**src/rtl/fp_align_add_stage_pkg.sv**
```systemverilog
// Shared definitions for the single-precision adder pipeline: field widths,
// the unpacked-operand and stage-1 payload structs, and the unpack helper.
package fp_add_pkg;

    localparam int EXP_W = 8;
    localparam int MAN_W = 23;
    localparam int SIG_W = 26;

    // One operand after unpacking: sign, biased exponent and a significand
    // with two guard zeros on top, then the hidden bit, then the mantissa.
    typedef struct packed {
        logic             sign;
        logic [EXP_W-1:0] exp;
        logic [SIG_W-1:0] sig;
    } fp_unpacked_t;

    // Everything stage 2 needs about the ordered operand pair.
    typedef struct packed {
        logic             l_sign;
        logic             s_sign;
        logic [EXP_W-1:0] l_exp;
        logic [EXP_W-1:0] diff;
        logic [SIG_W-1:0] l_sig;
        logic [SIG_W-1:0] s_sig;
    } s1_payload_t;

    // Split an IEEE-754 single into fields; exponent 0 gets a hidden bit of 0.
    function automatic fp_unpacked_t fp_unpack(input logic [31:0] op);
        fp_unpacked_t u;
        u.sign = op[31];
        u.exp  = op[30:23];
        u.sig  = {2'b00, (op[30:23] != 8'd0), op[22:0]};
        return u;
    endfunction

endpackage

```
**src/rtl/fp_align_add_stage_unpack.sv**
```systemverilog
// Combinational unpack of one single-precision operand.
module fp_unpack18
    import fp_add_pkg::*;
(
    input  logic [31:0]  op,
    output fp_unpacked_t unp
);

    // Pure field extraction; no denormal, NaN or Inf special-casing.
    always_comb begin
        unp = fp_unpack(op);
    end

endmodule

```
**src/rtl/fp_align_add_stage.sv**
```systemverilog
// Front half of the pipelined single-precision adder: orders the operands by
// exponent, aligns the smaller one and adds the signed significands. Two
// register stages with valid/ready on both sides, one pair per cycle.
module fp_align_add_stage
    import fp_add_pkg::*;
(
    input  logic             clk18,
    input  logic             rst_n18,
    input  logic             in_valid18,
    output logic             in_ready18,
    input  logic [31:0]      a18,
    input  logic [31:0]      b18,
    output logic             out_valid18,
    input  logic             out_ready18,
    output logic [EXP_W-1:0] out_exp18,
    output logic [SIG_W-1:0] out_sig18
);

    logic             s1_valid_r;
    s1_payload_t      s1_r;
    logic             out_valid_r;
    logic [EXP_W-1:0] out_exp_r;
    logic [SIG_W-1:0] out_sig_r;

    logic             s2_ready_s;
    logic             in_xfer_s;
    logic             s12_xfer_s;
    logic             swap_s;
    logic [31:0]      l_op_s;
    logic [31:0]      s_op_s;
    fp_unpacked_t     l_unp_s;
    fp_unpacked_t     s_unp_s;
    s1_payload_t      s1_next_s;
    logic [SIG_W-1:0] s_shift_s;
    logic [SIG_W-1:0] l_signed_s;
    logic [SIG_W-1:0] s_signed_s;
    logic [SIG_W-1:0] sum_s;

    // Handshake: S2 frees up when empty or draining; S1 can take a pair when
    // empty or when its content moves into S2 on the same edge.
    assign s2_ready_s  = !out_valid_r || out_ready18;
    assign in_ready18  = !s1_valid_r || s2_ready_s;
    assign in_xfer_s   = in_valid18 && in_ready18;
    assign s12_xfer_s  = s1_valid_r && s2_ready_s;

    assign out_valid18 = out_valid_r;
    assign out_exp18   = out_exp_r;
    assign out_sig18   = out_sig_r;

    // Order operands so L has the larger exponent; ties keep A as L.
    always_comb begin
        swap_s = (a18[30:23] < b18[30:23]);
        if (swap_s) begin
            l_op_s = b18;
            s_op_s = a18;
        end else begin
            l_op_s = a18;
            s_op_s = b18;
        end
    end

    fp_unpack18 u_unpack_l (
        .op  (l_op_s),
        .unp (l_unp_s)
    );

    fp_unpack18 u_unpack_s (
        .op  (s_op_s),
        .unp (s_unp_s)
    );

    // Assemble the S1 payload; diff cannot wrap because L.exp >= S.exp.
    always_comb begin
        s1_next_s.l_sign = l_unp_s.sign;
        s1_next_s.s_sign = s_unp_s.sign;
        s1_next_s.l_exp  = l_unp_s.exp;
        s1_next_s.diff   = l_unp_s.exp - s_unp_s.exp;
        s1_next_s.l_sig  = l_unp_s.sig;
        s1_next_s.s_sig  = s_unp_s.sig;
    end

    // Stage 1 register: valid follows the input whenever S1 is free to move.
    always_ff @(posedge clk18 or negedge rst_n18) begin
        if (!rst_n18) begin
            s1_valid_r <= 1'b0;
            s1_r       <= '{default: '0};
        end else begin
            if (in_ready18) begin
                s1_valid_r <= in_valid18;
            end
            if (in_xfer_s) begin
                s1_r <= s1_next_s;
            end
        end
    end

    // Align the smaller significand; shifted-out bits are simply dropped.
    always_comb begin
        if (s1_r.diff >= EXP_W'(SIG_W)) begin
            s_shift_s = {SIG_W{1'b0}};
        end else begin
            s_shift_s = s1_r.s_sig >> s1_r.diff;
        end
    end

    // Apply signs as 26-bit two's complement and add modulo 2^26.
    always_comb begin
        if (s1_r.l_sign) begin
            l_signed_s = ~s1_r.l_sig + SIG_W'(1);
        end else begin
            l_signed_s = s1_r.l_sig;
        end
        if (s1_r.s_sign) begin
            s_signed_s = ~s_shift_s + SIG_W'(1);
        end else begin
            s_signed_s = s_shift_s;
        end
        sum_s = l_signed_s + s_signed_s;
    end

    // Stage 2 register: results hold while the downstream stage stalls.
    always_ff @(posedge clk18 or negedge rst_n18) begin
        if (!rst_n18) begin
            out_valid_r <= 1'b0;
            out_exp_r   <= {EXP_W{1'b0}};
            out_sig_r   <= {SIG_W{1'b0}};
        end else begin
            if (s2_ready_s) begin
                out_valid_r <= s1_valid_r;
            end
            if (s12_xfer_s) begin
                out_exp_r <= s1_r.l_exp;
                out_sig_r <= sum_s;
            end
        end
    end

endmodule
```
**config.mk**
```make
export PLATFORM = sky130hd
export DESIGN_NAME = fp_align_add_stage
export DESIGN_NICKNAME = d
export VERILOG_FILES = /design/src/rtl/fp_align_add_stage_pkg.sv /design/src/rtl/fp_align_add_stage_unpack.sv /design/src/rtl/fp_align_add_stage.sv
export SDC_FILE = /design/constraint.sdc
export NUM_CORES = 1
export LEC_CHECK = 0
export BUFFER_PORTS_ARGS = -buffer_cell sky130_fd_sc_hd__buf_2
export CORE_MARGIN = 3
export CORE_UTILIZATION = 45
export CTS_CLUSTER_SIZE = 20
export DETAILED_ROUTE_END_ITERATION = 16
export HOLD_SLACK_MARGIN = 0.03
export MAX_ROUTING_LAYER = met4
export PLACE_DENSITY = 0.64
export SLEW_MARGIN = 20
export SYNTH_ARGS = -nofsm -noshare
export SYNTH_HDL_FRONTEND = slang
export SYNTH_SLANG_ARGS = --single-unit
```
**constraint.sdc**
```tcl
create_clock -name clk18 -period 5.4 [get_ports clk18]
set_clock_uncertainty 0.1 [all_clocks]
set_input_delay 1.08 -clock clk18 [delete_from_list [all_inputs] [get_ports clk18]]
set_output_delay 1.08 -clock clk18 [all_outputs]
set_load 0.02 [all_outputs]
```
==> run metrics <==
status=completed; Post-synth top cells=nand2_1 (191), dfrtp_1 (102), nor2_1 (88), o21ai_0 (67), a31oi_1 (56); Fin. Hold Viols=0; share of layout cells above drive strength 1=20.5%; largest net degree at the start of global routing=86; CTS tree=built; CTS Root Cell=clkbuf_16; first drt pass iteration count=7; # placed instances=around 1400; launching point of the worst reg2reg path=s1_r[52]$_DFFE_PN0P_; Routed Antenna Nets=0; cell with the most instances after synthesis=nand2_1; Yosys top cell area share=30.1%; CP Cell Sequence=buf_8 > buf_4 > mux4_2 > mux2_2 > a21oi_2 > o22a_4 > buf_4 > nand4_4 > or2_2 > o31ai_2 > xnor2_1 > ha_1 > a21o_1 > a21o_1 > a21o_1 > a21o_1 > a21o_1 > and2_1 > or3_1 > a31oi_1 > xor2_1 > o21ai_0; CP Data Required Time=approximately 5.5 ns; Hold Startpoint=out_sig18[23]$_DFFE_PN0P_; final core utilization=between 50% and 60%; pre-CTS setup slack=0.161 ns; Post-synth ARST share=100%; vias per inst=5.87; WL per Instance=19.0 um; Yosys top cell by area=dfrtp_1; worst slew pin tran=0.995 ns; clk slew on worst S/H paths=0.08 ns; # H-tree levels=3; hold_buf cts=0; Worst Path Arrival=5.23 ns; Vias=8217; CTS buffer count=9; endpoints failing setup=0; Die Y-Extent=143 um; Worst-Skew Late Latency=0.36 ns; Rows=49; CP Capture Type=register; port bufs=103; core area=18200 sq um; Pwr Density=~480 nW/um^2; Critical Path Most Common Cell=a21o_1; Sink Count=102; Final TNS setup=0 ns; CTS max path bufs=2; register area share after synthesis=about 30%; WHS Path Cells=2; io pins=104; critical path startpoint category=register; top cells by area, synth=dfrtp_1 (30%), nand2_1 (8.5%), ha_1 (5.3%); Main synth FF type=dfrtp_1; final count of pins violating max slew=0; RSZ-0062 raised after global routing=false; crit-path max cell delay=0.47 ns; count of flip-flops with a built-in enable after synthesis=0; fraction of the cycle the final worst path needs=a little over nine tenths; Initial Utilization=between 40% and 50%; reg2reg end=out_sig18[22]$_DFFE_PN0P_; first-pass GRT wire length=41900 um; total of max-cap violations=0; vias in the first global route=7695; Crit-path slowest cell=mux4_2; leakage power=0.00446 uW; crit-path max FO=8; die extent in x=143 um; Mapped Avg Cell Area=8.13 sq um; GRT overflow=0; post-synth cell types=a little over 80; reg-to-reg slack, setup=roughly 0.28 ns; final wirelength=26600 um; NumNets Final=1268; R2R depth=22; minimum clock period=5.12 ns; hpwl dp=20900 um; Slew HR=between 30 and 40%; VDD IR max=between 0.2 and 0.25 mV; flops & latches, synth=102; final setup margin=0.283 ns; post-synthesis cell area=8480 sq um; initial antenna violation count=2; residual DRC count=0; die footprint=20500 sq um; total track usage=26.8%; DRT iter0 DRCs=606; Synth Net Count=1147; Max Fclk=0.195 GHz; critical path class=register to register; post-synthesis cell count=1042; RD Place Congestion=around 0.95; yosys warns=0; WHS Endpoint=out_sig18[23]$_DFFE_PN0P_; fin cells=1399; Area Growth Syn to Fin=17.1%; Hold WC Path Type=register to register
worst max-delay path, delay by kind of cell, from the launching register on:
family                   cells  cell delay (ns)
AO/OA/AOI/OAI               10             1.71
XOR/XNOR                     2             0.32
adder cells (fa/ha/maj)      1             0.26
buffers and inverters        3             0.40
flip-flops                   1             0.43
multiplexers                 2             0.77
AND/OR/NAND/NOR              4             0.96
per-stage QoR:
step           area, sq um  hold slack [ns]  total power [uW]
6_report              9930            0.376              4760
3_5_place_dp          9520            0.364              4040
3_3_place_gp          9520            0.356              4030
5_1_grt               9930            0.402              5140
2_1_floorplan         8480            0.346              3160
4_1_cts               9820            0.385              4740
registers in the layout, indices dropped and copies added, names as in the netlist:
name,flops
s1_r,66
out_valid18,1
out_exp18,8
s1_valid_r,1
out_sig18,26
logic make-up after synthesis:
| family | after synthesis | synth area share (%) |
|---|---|---|
| xor gates and xnor gates | 64 | 6.61 |
| and+or+nand+nor | 400 | 21.6 |
| adders and majority gates | 37 | 5.55 |
| buffers and inverters | 96 | 4.84 |
| DFF | 102 | 30.1 |
| AOI/OAI and AO/OA | 292 | 23.0 |
| muxes | 51 | 8.28 |
layer usage:
metal	wire length, um	up-vias	GRT usage (%)
met4	914	0	9.76
met5	0	-	-
met1	11500	3867	33.8
met2	12900	276	44.5
met3	1260	55	3.35
li1	-	4019	-
where the power goes:
group / switching [uW] / internal, uW / leakage (uW) / total, uW
sequential: 215 / 973 / 0.00118 / 1190
combinational: 1590 / 1310 / 0.00314 / 2900
clock: 346 / 328 / 0.000137 / 674
worst max path at each step:
stage / cells past startpoint / slack, ns / endpoint / startpoint
after detailed placement: 21 / 0.16 / out_sig18[24]$_DFFE_PN0P_ / s1_r[52]$_DFFE_PN0P_
after global routing: 23 / 0.003 / out_sig18[21]$_DFFE_PN0P_ / s1_r[58]$_DFFE_PN0P_
after global placement: 21 / 0.21 / out_sig18[22]$_DFFE_PN0P_ / s1_r[52]$_DFFE_PN0P_
final: 22 / 0.28 / out_sig18[22]$_DFFE_PN0P_ / s1_r[52]$_DFFE_PN0P_
after floorplan: 23 / 0.34 / out_sig18[22]$_DFFE_PN0P_ / s1_r[52]$_DFFE_PN0P_
after CTS: 21 / 0.15 / out_sig18[24]$_DFFE_PN0P_ / s1_r[52]$_DFFE_PN0P_
placed cells by master, fill, tap and decap left out, drive strengths merged, types with 7 or more instances in the layout:
cell type,netlist,final
dfrtp,102,102
mux4,12,12
nand3,16,16
buf,20,174
and2,7,7
clkbuf,45,10
o21ai,70,70
o41ai,7,7
a31oi,56,56
xnor2,47,47
o21a,13,13
o221ai,9,9
o31ai,18,18
inv,31,33
nor4,11,11
nand2,191,191
a21oi,33,33
a21o,18,18
xor2,17,17
nor2,90,90
nor2b,7,7
o22ai,14,14
or3,12,12
nor3,14,14
mux2i,24,24
a211oi,8,8
mux2,15,15
ha,36,36
nand2b,19,19
cell type report:
type	count	area (sq um)
Clock buffer	9	225
Clock inverter	7	77.6
Multi-Input combinational cell	844	5560
Sequential cell	102	2550
Timing Repair Buffer	175	1110
Inverter	31	116
Antenna cell	2	5.00
Tap cell	229	287
Fill cell	1744	8280
timing repair:
action | in CTS | in global routing
setup buffers | 0 | 5
endpoints found under the setup margin | 0 | 7
gates resized for setup | 0 | 14
(Power assumes the default switching activity.)
